File: config.mk
export PLATFORM = sky130hd
export DESIGN_NAME = instr_fetch_queue_flat
export DESIGN_NICKNAME = d
export VERILOG_FILES = /design/src/rtl/instr_fetch_queue_if.sv /design/src/rtl/instr_fetch_queue.sv /design/src/flat_wrapper.sv
export SDC_FILE = /design/constraint.sdc
export NUM_CORES = 1
export LEC_CHECK = 0
export ABC_AREA = 1
export BUFFER_PORTS_ARGS = -buffer_cell sky130_fd_sc_hd__buf_2
export CAP_MARGIN = 20
export CORE_AREA = 2 2 153 155
export CTS_CLUSTER_SIZE = 16
export DETAILED_ROUTE_END_ITERATION = 16
export DIE_AREA = 0 0 155 157
export PLACE_DENSITY = 0.88
export SETUP_SLACK_MARGIN = 0.15
export SLEW_MARGIN = 20
export SYNTH_ARGS = -nofsm -noshare
export SYNTH_HDL_FRONTEND = slang
export SYNTH_SLANG_ARGS = --single-unit
File: constraint.sdc
create_clock -name Clock -period 9.27 [get_ports Clock]
set_input_delay 1.854 -clock Clock [delete_from_list [all_inputs] [get_ports Clock]]
set_output_delay 1.854 -clock Clock [all_outputs]
set_load 0.02 [all_outputs]
File: src/rtl/instr_fetch_queue_if.sv
// Fetch-queue bus: instruction-memory req/ack, branch redirect and the decode valid/ready port.
// master = fetch queue, slave = the memory/EX/decode side.
interface instr_fetch_queue_if;
  logic        MemReq;
  logic [31:0] MemAddr;
  logic        MemAck;
  logic [31:0] MemRData;
  logic        BranchTaken;
  logic [31:0] BranchAddr;
  logic        InstrValid;
  logic        InstrReady;
  logic [31:0] InstrOut;
  logic [31:0] PCAddrInc;

  modport master (
    output MemReq, MemAddr, InstrValid, InstrOut, PCAddrInc,
    input  MemAck, MemRData, BranchTaken, BranchAddr, InstrReady
  );
  modport slave (
    input  MemReq, MemAddr, InstrValid, InstrOut, PCAddrInc,
    output MemAck, MemRData, BranchTaken, BranchAddr, InstrReady
  );
endinterface

File: src/rtl/instr_fetch_queue.sv
// PC owner + single-outstanding fetcher + DEPTH-entry instruction FIFO toward decode.
// Optional IFQ_BYPASS_EN: forward an ack straight to decode when the queue is empty.
module instr_fetch_queue #(
  parameter int          DEPTH    = 4,
  parameter logic [31:0] RESET_PC = 32'h0000_0000
) (
  input  logic                 Clock,
  input  logic                 Reset,
  instr_fetch_queue_if.master  bus
);
  localparam int AW = $clog2(DEPTH);
  localparam int CW = AW + 1;
  localparam logic [CW-1:0] FULL = CW'(DEPTH);

  typedef enum logic [1:0] {S_IDLE, S_WAIT, S_DISCARD} state_e;

  state_e        state_q, state_d;
  logic [31:0]   pc_q, pc_d, addr_q, addr_d, pc_inc;
  logic [CW-1:0] count_q, count_d, cnt_new;
  logic [AW-1:0] wr_ptr_q, wr_ptr_d, rd_ptr_q, rd_ptr_d;
  logic [63:0]   mem_q [DEPTH];
  logic [63:0]   head;
  logic          push, pop, fifo_vld, byp_vld, byp_take, req;
  logic          unused_baddr_lo;

  assign unused_baddr_lo = ^bus.BranchAddr[1:0];
  assign pc_inc   = pc_q + 32'd4;
  assign fifo_vld = (count_q != '0);
  assign head     = mem_q[rd_ptr_q];
  assign pop      = fifo_vld && bus.InstrReady;

`ifdef IFQ_BYPASS_EN
  assign byp_vld = !fifo_vld && (state_q == S_WAIT) && bus.MemAck && !bus.BranchTaken;
`else
  assign byp_vld = 1'b0;
`endif
  assign byp_take = byp_vld && bus.InstrReady;

  always_comb begin
    state_d  = state_q;
    pc_d     = pc_q;
    addr_d   = addr_q;
    count_d  = count_q;
    wr_ptr_d = wr_ptr_q;
    rd_ptr_d = rd_ptr_q;
    push     = 1'b0;
    cnt_new  = count_q - CW'(pop);
    case (state_q)
      S_IDLE: if (!bus.BranchTaken && count_q < FULL) begin
        state_d = S_WAIT;
        addr_d  = pc_q;
      end
      S_WAIT: begin
        if (bus.BranchTaken) begin
          // An un-acked request must stay up; its data is thrown away later.
          state_d = bus.MemAck ? S_IDLE : S_DISCARD;
        end else if (bus.MemAck) begin
          push    = !byp_take;
          pc_d    = pc_inc;
          cnt_new = count_q - CW'(pop) + CW'(push);
          if (cnt_new < FULL) addr_d = pc_inc;
          else                state_d = S_IDLE;
        end
      end
      S_DISCARD: if (bus.MemAck) state_d = S_IDLE;
      default: state_d = S_IDLE;
    endcase
    // Redirect overrides any same-cycle push/pop and empties the queue.
    if (bus.BranchTaken) begin
      pc_d     = {bus.BranchAddr[31:2], 2'b00};
      count_d  = '0;
      wr_ptr_d = '0;
      rd_ptr_d = '0;
    end else begin
      count_d = count_q + CW'(push) - CW'(pop);
      if (push) wr_ptr_d = wr_ptr_q + AW'(1);
      if (pop)  rd_ptr_d = rd_ptr_q + AW'(1);
    end
  end

  always_ff @(posedge Clock) begin
    if (Reset) begin
      state_q  <= S_IDLE;
      pc_q     <= RESET_PC;
      addr_q   <= RESET_PC;
      count_q  <= '0;
      wr_ptr_q <= '0;
      rd_ptr_q <= '0;
    end else begin
      state_q  <= state_d;
      pc_q     <= pc_d;
      addr_q   <= addr_d;
      count_q  <= count_d;
      wr_ptr_q <= wr_ptr_d;
      rd_ptr_q <= rd_ptr_d;
    end
  end

  always_ff @(posedge Clock) begin
    if (!Reset && push) mem_q[wr_ptr_q] <= {bus.MemRData, pc_inc};
  end

  // Outputs forced low while Reset is high, even before the first edge.
  always_comb begin
    req            = !Reset && (state_q != S_IDLE);
    bus.MemReq     = req;
    bus.MemAddr    = req ? addr_q : 32'd0;
    bus.InstrValid = !Reset && (fifo_vld || byp_vld);
    bus.InstrOut   = 32'd0;
    bus.PCAddrInc  = 32'd0;
    if (!Reset) begin
      if (fifo_vld) begin
        bus.InstrOut  = head[63:32];
        bus.PCAddrInc = head[31:0];
      end else if (byp_vld) begin
        bus.InstrOut  = bus.MemRData;
        bus.PCAddrInc = pc_inc;
      end
    end
  end
endmodule

File: src/flat_wrapper.sv
// flat-port wrapper written by rule: the top's interface ports become plain ports
module instr_fetch_queue_flat 
#(
  parameter int          DEPTH    = 4,
  parameter logic [31:0] RESET_PC = 32'h0000_0000
)
  (Clock, Reset, bus_MemReq, bus_MemAddr, bus_InstrValid, bus_InstrOut, bus_PCAddrInc, bus_MemAck, bus_MemRData, bus_BranchTaken, bus_BranchAddr, bus_InstrReady);
  instr_fetch_queue_if bus_i ();
  input  logic Clock;
  input  logic Reset;
  output wire logic [$bits(bus_i.MemReq)-1:0] bus_MemReq;
  output wire logic [$bits(bus_i.MemAddr)-1:0] bus_MemAddr;
  output wire logic [$bits(bus_i.InstrValid)-1:0] bus_InstrValid;
  output wire logic [$bits(bus_i.InstrOut)-1:0] bus_InstrOut;
  output wire logic [$bits(bus_i.PCAddrInc)-1:0] bus_PCAddrInc;
  input wire logic [$bits(bus_i.MemAck)-1:0] bus_MemAck;
  input wire logic [$bits(bus_i.MemRData)-1:0] bus_MemRData;
  input wire logic [$bits(bus_i.BranchTaken)-1:0] bus_BranchTaken;
  input wire logic [$bits(bus_i.BranchAddr)-1:0] bus_BranchAddr;
  input wire logic [$bits(bus_i.InstrReady)-1:0] bus_InstrReady;
  assign bus_MemReq = bus_i.MemReq;
  assign bus_MemAddr = bus_i.MemAddr;
  assign bus_InstrValid = bus_i.InstrValid;
  assign bus_InstrOut = bus_i.InstrOut;
  assign bus_PCAddrInc = bus_i.PCAddrInc;
  assign bus_i.MemAck = bus_MemAck;
  assign bus_i.MemRData = bus_MemRData;
  assign bus_i.BranchTaken = bus_BranchTaken;
  assign bus_i.BranchAddr = bus_BranchAddr;
  assign bus_i.InstrReady = bus_InstrReady;
  instr_fetch_queue #(.DEPTH(DEPTH), .RESET_PC(RESET_PC)) u_core (.Clock(Clock), .Reset(Reset), .bus(bus_i));
endmodule
After elaboration in Yosys (flattened, before gate mapping)
Memories as Yosys holds them, arrays and structs flattened. A register that Yosys moved wholly into a read port is not among the register bits.
Cells that the tools add are included.
- flip-flop bits (word level): 73
- bits in writable memories: 256
- output and inout bits: 98
- memories: 1
- add/sub/neg operators: 7
- order comparisons: 2
- eq/ne operators: 9
- multiplexer cells: 27
- reduce and logical (&&, ||, !) cells: 18
- memory list (memory ; depth ; bits a word ; read ports ; clocked after Yosys merged registers in ; write ports ; line ; text):
    u_core.mem_q ; 4 ; 64 ; 1 ; 1 ; 1 ; instr_fetch_queue.sv:21 ; logic [63:0] mem_q [DEPTH];
- operator list (cell ; number):
    two-way mux 32 bit ; 12
    one-hot mux 32 bit (2 select lines) ; 1
    adder 32 x 3 -> 32 bit (second input constant) ; 1
    two-way mux 2 bit ; 8
    nonzero test 2 bit ; 4
    less-than comparator 3 bit (second input constant) ; 2
    != test 2 bit (second input constant) ; 3
    != test 3 bit (second input constant) ; 2
    one-hot mux 2 bit (3 select lines) ; 1
    subtractor 3 x 1 -> 3 bit ; 2
    logical AND 1 bit ; 5
    two-way mux 1 bit ; 5
    AND reduction 5 bit ; 1
    adder 2 x 1 -> 2 bit (second input constant) ; 2
    != test 2 x 1 -> 1 bit (second input constant) ; 2
    AND reduction 2 bit ; 2
    AND reduction 4 bit ; 1
    adder 3 x 1 -> 3 bit ; 1
    adder 3 x 1 -> 3 bit (second input constant) ; 1
    nonzero test 3 bit ; 1
    == test 2 x 1 -> 1 bit (second input constant) ; 1
    == test 2 bit (second input constant) ; 1
    logical NOT 1 bit ; 2
    logical NOT 2 bit ; 1
    OR reduction 2 bit ; 1

Logic depth before layout (Yosys ltp)
Gate-level depths: netlist of the first run.
- depth after elaboration: 9
- depth in mapped cells: 13
- gate-level depth less buffers: 13

Worst setup path after synthesis of the first run
OpenSTA, ideal clock, no wires.
- path kind: in2reg
- start: input bus_BranchTaken
- end: memory u_core.mem_q[0][10], enable pin
- arrival time: 4.989 ns
- path slack: 3.799 ns
- stages on the path: 4
- path buffers: 1
- cells stage by stage: buf_2 nor2_1 nand2_1 nor2_1
- longest elaborated chain between the ends: 5
- RTL lines (what ; line ; text):
    start: declaration ; flat_wrapper.sv:18 ; input wire logic [$bits(bus_i.BranchTaken)-1:0] bus_BranchTaken;
    two-way mux 1 bit ; instr_fetch_queue.sv:54 ; if (bus.BranchTaken) begin
    two-way mux 1 bit ; instr_fetch_queue.sv:48 ; case (state_q)
    logical AND 1 bit ; instr_fetch_queue.sv:100 ; if (!Reset && push) mem_q[wr_ptr_q] <= {bus.MemRData, pc_inc};
    two-way mux 1 bit ; instr_fetch_queue.sv:100 ;
    two-way mux 1 bit (not written as such) ; instr_fetch_queue.sv:100 ;
    end: declaration ; instr_fetch_queue.sv:21 ;
No other way between the ends.

Worst setup path in the final report of the first run
- start: input Reset
- end: output bus_PCAddrInc[14]
- longest elaborated chain between the ends: 1
- RTL lines (what ; line ; text):
    start: declaration ; flat_wrapper.sv:10 ; input logic Reset;
    two-way mux 32 bit ; instr_fetch_queue.sv:111 ; if (!Reset) begin
    end: declaration ; flat_wrapper.sv:15 ; output wire logic [$bits(bus_i.PCAddrInc)-1:0] bus_PCAddrInc;
No other way between the ends.

==> results.toml, run 1 <==
[run_status]
status = "completed"

[worst_setup_path]
cp_max_fo = 62
r2r-start = "u_core.state_q[0]$_SDFFE_PP0P_"
crit_type = "input port to primary output"
endpoint_kind = "primary output"
cp_cell_sequence = "buf_2 -> nor2_1 -> inv_2 -> buf_4 -> a21oi_1 -> buf_2"
crit_required_ns = 7.42
cp-startpoint = "Reset"
cpMostUsedCell = "buf_2"
slowest_delay_ns = 0.64
critPathSlowestCell = "buf_4"
arrival_ns = 3.84
crit_path_start_kind = "input port"

[placed_design]
place_congestion = 0.820
io_buffers = 160
place_inst = 1863
dpl.hpwl_microns = 18900

[floorplan]
num_rows = 55
die-area_sq_um = 24300
die_w_microns = 155
ioPinCount = 167
start_util_pct = 62.5
core_sq_um = 22500
die_h_microns = 157

[routing]
via_per_inst = 5.45
drtIter0Drc = 804
routed_wl_microns = 31500
drc = 0
first_pass_iters = 6
vias = 10468
wl_per_cell_microns = 16.4
drtAntennaViolNets = 0

[final_layout]
seqCellArea_sq_um = 8870
final_cells = 1920
n_fill_cell = 1589
nets = 1689
drive_above_1_share_pct = 16.3
multi_input_area_sq_um = 4480
syn2layout_area_growth_pct = 13.8

[power_and_ir_drop]
p_per_area_nw_per_um2 = 189
leakage_nw = 6.20
peakVddDrop_v = 0.000146

[clock_network]
post_cts_buffers = 0
clkLatencyLatePin_ns = 0.55
clkTransAtPathRegs_ns = 0.06
cts_buffers = 31
ctsResizeCount = 0
root_buffer = "clkbuf_16"
cts_buffer_depth = 3
cts_tree = "yes"
cts.htree.levels = 1
clock_sinks = 319
hold_buffers = 0

[yosys]
syn_area_per_cell_sq_um = 9.49
yosysSeqAreaShare_pct = 63.0
yosysWarningCount = 0
syn-instance-count = 1483
synth_top_area_share_pct = 52.9
synthTopCellsByArea = "edfxtp_1 (53%), dfxtp_1 (10%), nor2_1 (9.8%)"
ys_types = 30
syn-cell-area_sq_um = 14100
synth_seq_cells = 319
yosys.area.top_type = "edfxtp_1"

[sta]
relSlewSlack_pct = 37.4
period_share_pct = 61.5
drv_slew = 0
tightest_slew_ns = 0.940
period_needed_ns = 5.70
rsz0062_at_grt = "false"
clock.fmax_mhz = 175
finalSetupViolCount = 0
clock_skew_ns = 0.0101
setup-tns-final_ns = 0
finalHoldViolCount = 0

[global_routing]
grt_pass1_wl_microns = 49100
grtUsageTotal_pct = 25.3
grt_util_met3_pct = 3.99
antenna_found_initial = 1
grt.met1_usage_pct = 33.5
grt_max_degree = 73
grt_overflow = 0
busiest_layer = "met2"
grt_pass1_vias = 9976
grt_use_met2_pct = 43.7

[hold_path]
worstHoldStart = "u_core.rd_ptr_q[1]$_SDFFE_PP0P_"
min_path_type = "flip-flop to flip-flop"

[run]
cap_viol_max_count = 0
-- worst max-delay path, delay by kind of cell --
kind | cells | cell delay, ns
buffers and inverters | 4 | 1.57
AOI/OAI and AO/OA | 1 | 0.22
and+or+nand+nor | 1 | 0.17
-- final timing paths --
kind	end	slack, ns	depth (start not counted)
hold reg to reg	flip-flop	0.46	2
hold / removal	flip-flop	0.46	2
setup / recovery	bus_PCAddrInc[14]	3.57	6
setup reg to reg	u_core.mem_q[3][50]$_DFFE_PP_	6.33	8
-- sequential cells by signal, summed over array words and instances, names as in the netlist, named ones only --
signal,cells
u_core.pc_q,30
u_core.wr_ptr_q,2
u_core.state_q,2
u_core.addr_q,30
u_core.mem_q,248
u_core.count_q,3
u_core.rd_ptr_q,2
-- stage by stage --
stage               util (%)  hold WS (ns)  cell area (sq um)  setup slack [ns]  power (mW)
floorplan                  -         0.436              14100              3.80        1.77
global placement        66.8         0.447              15000              3.65        1.83
detailed placement      66.8         0.451              15000              3.62        1.83
CTS                     71.1         0.461              16000              3.62        3.02
global route            71.1         0.501              16000              3.48        3.12
finish                  71.2         0.464              16000              3.57        3.02
-- layout by cell type (no fill, tap or decap), types with 9 or more instances in the layout --
master / Yosys / final
a21oi_1: 118 / 118
buf_2: 21 / 160
buf_4: 4 / 11
clkbuf_16: 0 / 31
clkinv_2: 0 / 9
dfxtp_1: 71 / 69
edfxtp_1: 248 / 248
inv_1: 105 / 105
inv_2: 9 / 9
nand2_1: 223 / 223
nand3_1: 32 / 32
nor2_1: 369 / 365
nor2_4: 11 / 16
o21ai_0: 159 / 159
-- synthesized netlist by cell type, drive strengths merged --
| library cell | n |
|---|---|
| buf | 26 |
| clkbuf | 53 |
| o21ai | 159 |
| conb | 1 |
| xor2 | 13 |
| dfxtp | 71 |
| a21oi | 118 |
| ha | 8 |
| xnor2 | 4 |
| clkinv | 1 |
| fa | 1 |
| and2 | 8 |
| a211oi | 1 |
| a31oi | 7 |
| inv | 114 |
| nor2 | 385 |
| nand2 | 229 |
| nand3 | 33 |
| nor3 | 3 |
| edfxtp | 248 |
-- kinds of logic after synthesis --
kind of cell / count (synthesis) / synth area share (%)
and+or+nand+nor: 658 / 19.0
DFF: 319 / 63.0
AOI/OAI and AO/OA: 285 / 10.2
buffers and inverters: 194 / 5.47
xor gates and xnor gates: 17 / 1.43
adders and majority gates: 9 / 0.854
other: 1 / 0.0267
-- layout make-up --
type	count	share of cell area, %
Antenna cell	1	0.0156
Clock buffer	41	5.40
Clock inverter	15	0.774
Inverter	115	2.70
Multi-Input combinational cell	973	28.0
Sequential cell	319	55.4
Tap cell	285	2.23
Timing Repair Buffer	171	5.52
-- per-layer routing --
metal  wire length [microns]  vias up
li1                        -     5145
met1                   13100     4815
met2                   15100      448
met3                    2480       60
met4                     735        0
met5                       0        -
-- report_power, final --
group	internal, mW	switching (mW)	leakage [nW]
Sequential	1.57	0.0186	2.84
Clock	0.705	0.504	0.495
Combinational	0.0650	0.155	2.86
Note: power is estimated with default switching activity, not from simulation.
==> run 2: changes to the inputs <==
CORE_AREA = 2 2 166 168   (was 2 2 153 155)
DIE_AREA = 0 0 168 170   (was 0 0 155 157)
PLACE_DENSITY = 0.8   (was 0.88)
clock period = 4.8 ns   (was 9.27 ns; I/O delays follow)
==> run 2 against run 1 <==
Effect of this change: sequential share of layout area fell by 0.41 points; global-route usage fell by 3.1 points; wire length rose by 2.9%; die area rose by 17%; largest power group unchanged.
==> results.toml, run 2 (synthesis gave the netlist of run 1 again) <==
[clock_network]
clkLatencyLatePin_ns = 0.56
clock_sinks = 319
cts_buffers = 31
clkTransAtPathRegs_ns = 0.06
post_cts_buffers = 0
cts_buffer_depth = 3
hold_buffers = 0
root_buffer = "clkbuf_16"
cts_tree = "yes"
cts.htree.levels = 1
ctsResizeCount = 0

[worst_setup_path]
crit_path_start_kind = "flip-flop"
endpoint_kind = "primary output"
r2r_setup_slack_ns = 1.72
r2r-start = "u_core.state_q[0]$_SDFFE_PP0P_"
cp_max_fo = 82
crit_required_ns = 3.84
arrival_ns = 3.04
crit_type = "flip-flop to primary output"
r2r_end = "u_core.mem_q[2][45]$_DFFE_PP_"
r2r_cells = 8

[routing]
vias = 10391
drtAntennaViolNets = 0
via_per_inst = 5.25
drc = 0
first_pass_iters = 5
drtIter0Drc = 844
wl_per_cell_microns = 16.3
routed_wl_microns = 32400

[sta]
relSlewSlack_pct = 32.1
drv_slew = 0
clock_skew_ns = 0.0192
finalSetupViolCount = 0
finalHoldViolCount = 0
tightest_slew_ns = 1.02
clock.fmax_mhz = 250
period_share_pct = 83.3
period_needed_ns = 4.00
rsz0062_at_grt = "false"
setup-tns-final_ns = 0

[final_layout]
syn2layout_area_growth_pct = 14.7
final_common_cell = "nor2_1"
regMostFlops = "u_core.mem_q"
seqCellArea_sq_um = 8870
layout_common_cells = "nor2_1 (365), edfxtp_1 (248), nand2_1 (223)"
largest_reg_flops = 248
n_fill_cell = 2169
multi_input_area_sq_um = 4480
nets = 1692
reg_top3 = "u_core.mem_q x248, u_core.addr_q x30, u_core.pc_q x30"
drive_above_1_share_pct = 16.1

[floorplan]
die_w_microns = 168
ioPinCount = 167
num_rows = 60
die-area_sq_um = 28600
die_h_microns = 170
start_util_pct = 52.8
core_sq_um = 26700

[placed_design]
io_buffers = 160
dpl.hpwl_microns = 19700
place_congestion = 0.886

[global_routing]
grt_overflow = 0
grtUsageTotal_pct = 22.2
grt_max_degree = 97
antenna_found_initial = 1
grt_pass1_wl_microns = 50100
grt_pass1_vias = 9773

[power_and_ir_drop]
p_total_mw = 5.84
peakVddDrop_v = 0.000220
leakage_nw = 6.20
p_per_area_nw_per_um2 = 362

[hold_path]
worstHoldStart = "u_core.rd_ptr_q[1]$_SDFFE_PP0P_"
min_path_cells = 2
min_path_type = "flip-flop to flip-flop"

[run]
cap_viol_max_count = 0

[run_status]
status = "completed"
[run 2: final cells by class]
cell class                 count  share of cell area (%)
antenna                        2                  0.0310
clock buffer                  40                    5.08
clock inverter                17                   0.962
inverter                     115                    2.68
multi-input combinational    973                    27.7
sequential                   319                    55.0
tap                          341                    2.64
timing repair buffer         174                    5.85
[run 2: report_power, final]
group	switching (mW)	leakage, nW	internal, mW
logic	0.306	2.89	0.127
clock network	0.984	0.478	1.36
registers	0.0343	2.84	3.03
[run 2: routing by layer]
metal	up-vias	global-route usage (%)	routed length (microns)
met5	-	0	0
li1	5148	-	-
met3	55	3.37	2410
met2	404	37.6	15400
met4	0	6.84	694
met1	4784	29.8	13800
[run 2: per-stage QoR]
| step | std cells | setup slack, ns | cell area (sq um) | hold slack (ns) | utilization [%] |
|---|---|---|---|---|---|
| global route | 1979 | 0.546 | 16100 | 0.492 | 60.5 |
| finish | 1981 | 0.801 | 16100 | 0.470 | 60.5 |
| floorplan | 1486 | 0.223 | 14100 | 0.436 | - |
| detailed placement | 1922 | 1.25 | 15200 | 0.455 | 56.9 |
| global placement | 1922 | 1.28 | 15200 | 0.448 | 56.9 |
| CTS | 1979 | 0.894 | 16100 | 0.473 | 60.5 |
[run 2: worst max-delay path, stage by stage, from the launching register on]
cell,delay (ns)
dfxtp_4,0.55
clkinv_2,0.83
buf_4,0.53
o21ai_0,0.20
a21oi_1,0.11
buf_2,0.22
[run 2: worst max-delay path by stage]
stage | startpoint | end | slack (ns)
after global routing | flip-flop | bus_InstrOut[10] | 0.55
after floorplan | bus_BranchTaken | u_core.mem_q[0][10]$_DFFE_PP_ | 0.22
after global placement | Reset | u_core.mem_q[2][57]$_DFFE_PP_ | 1.28
after CTS | flip-flop | bus_PCAddrInc[11] | 0.89
final | flip-flop | bus_InstrOut[10] | 0.80
after detailed placement | Reset | u_core.mem_q[2][6]$_DFFE_PP_ | 1.25
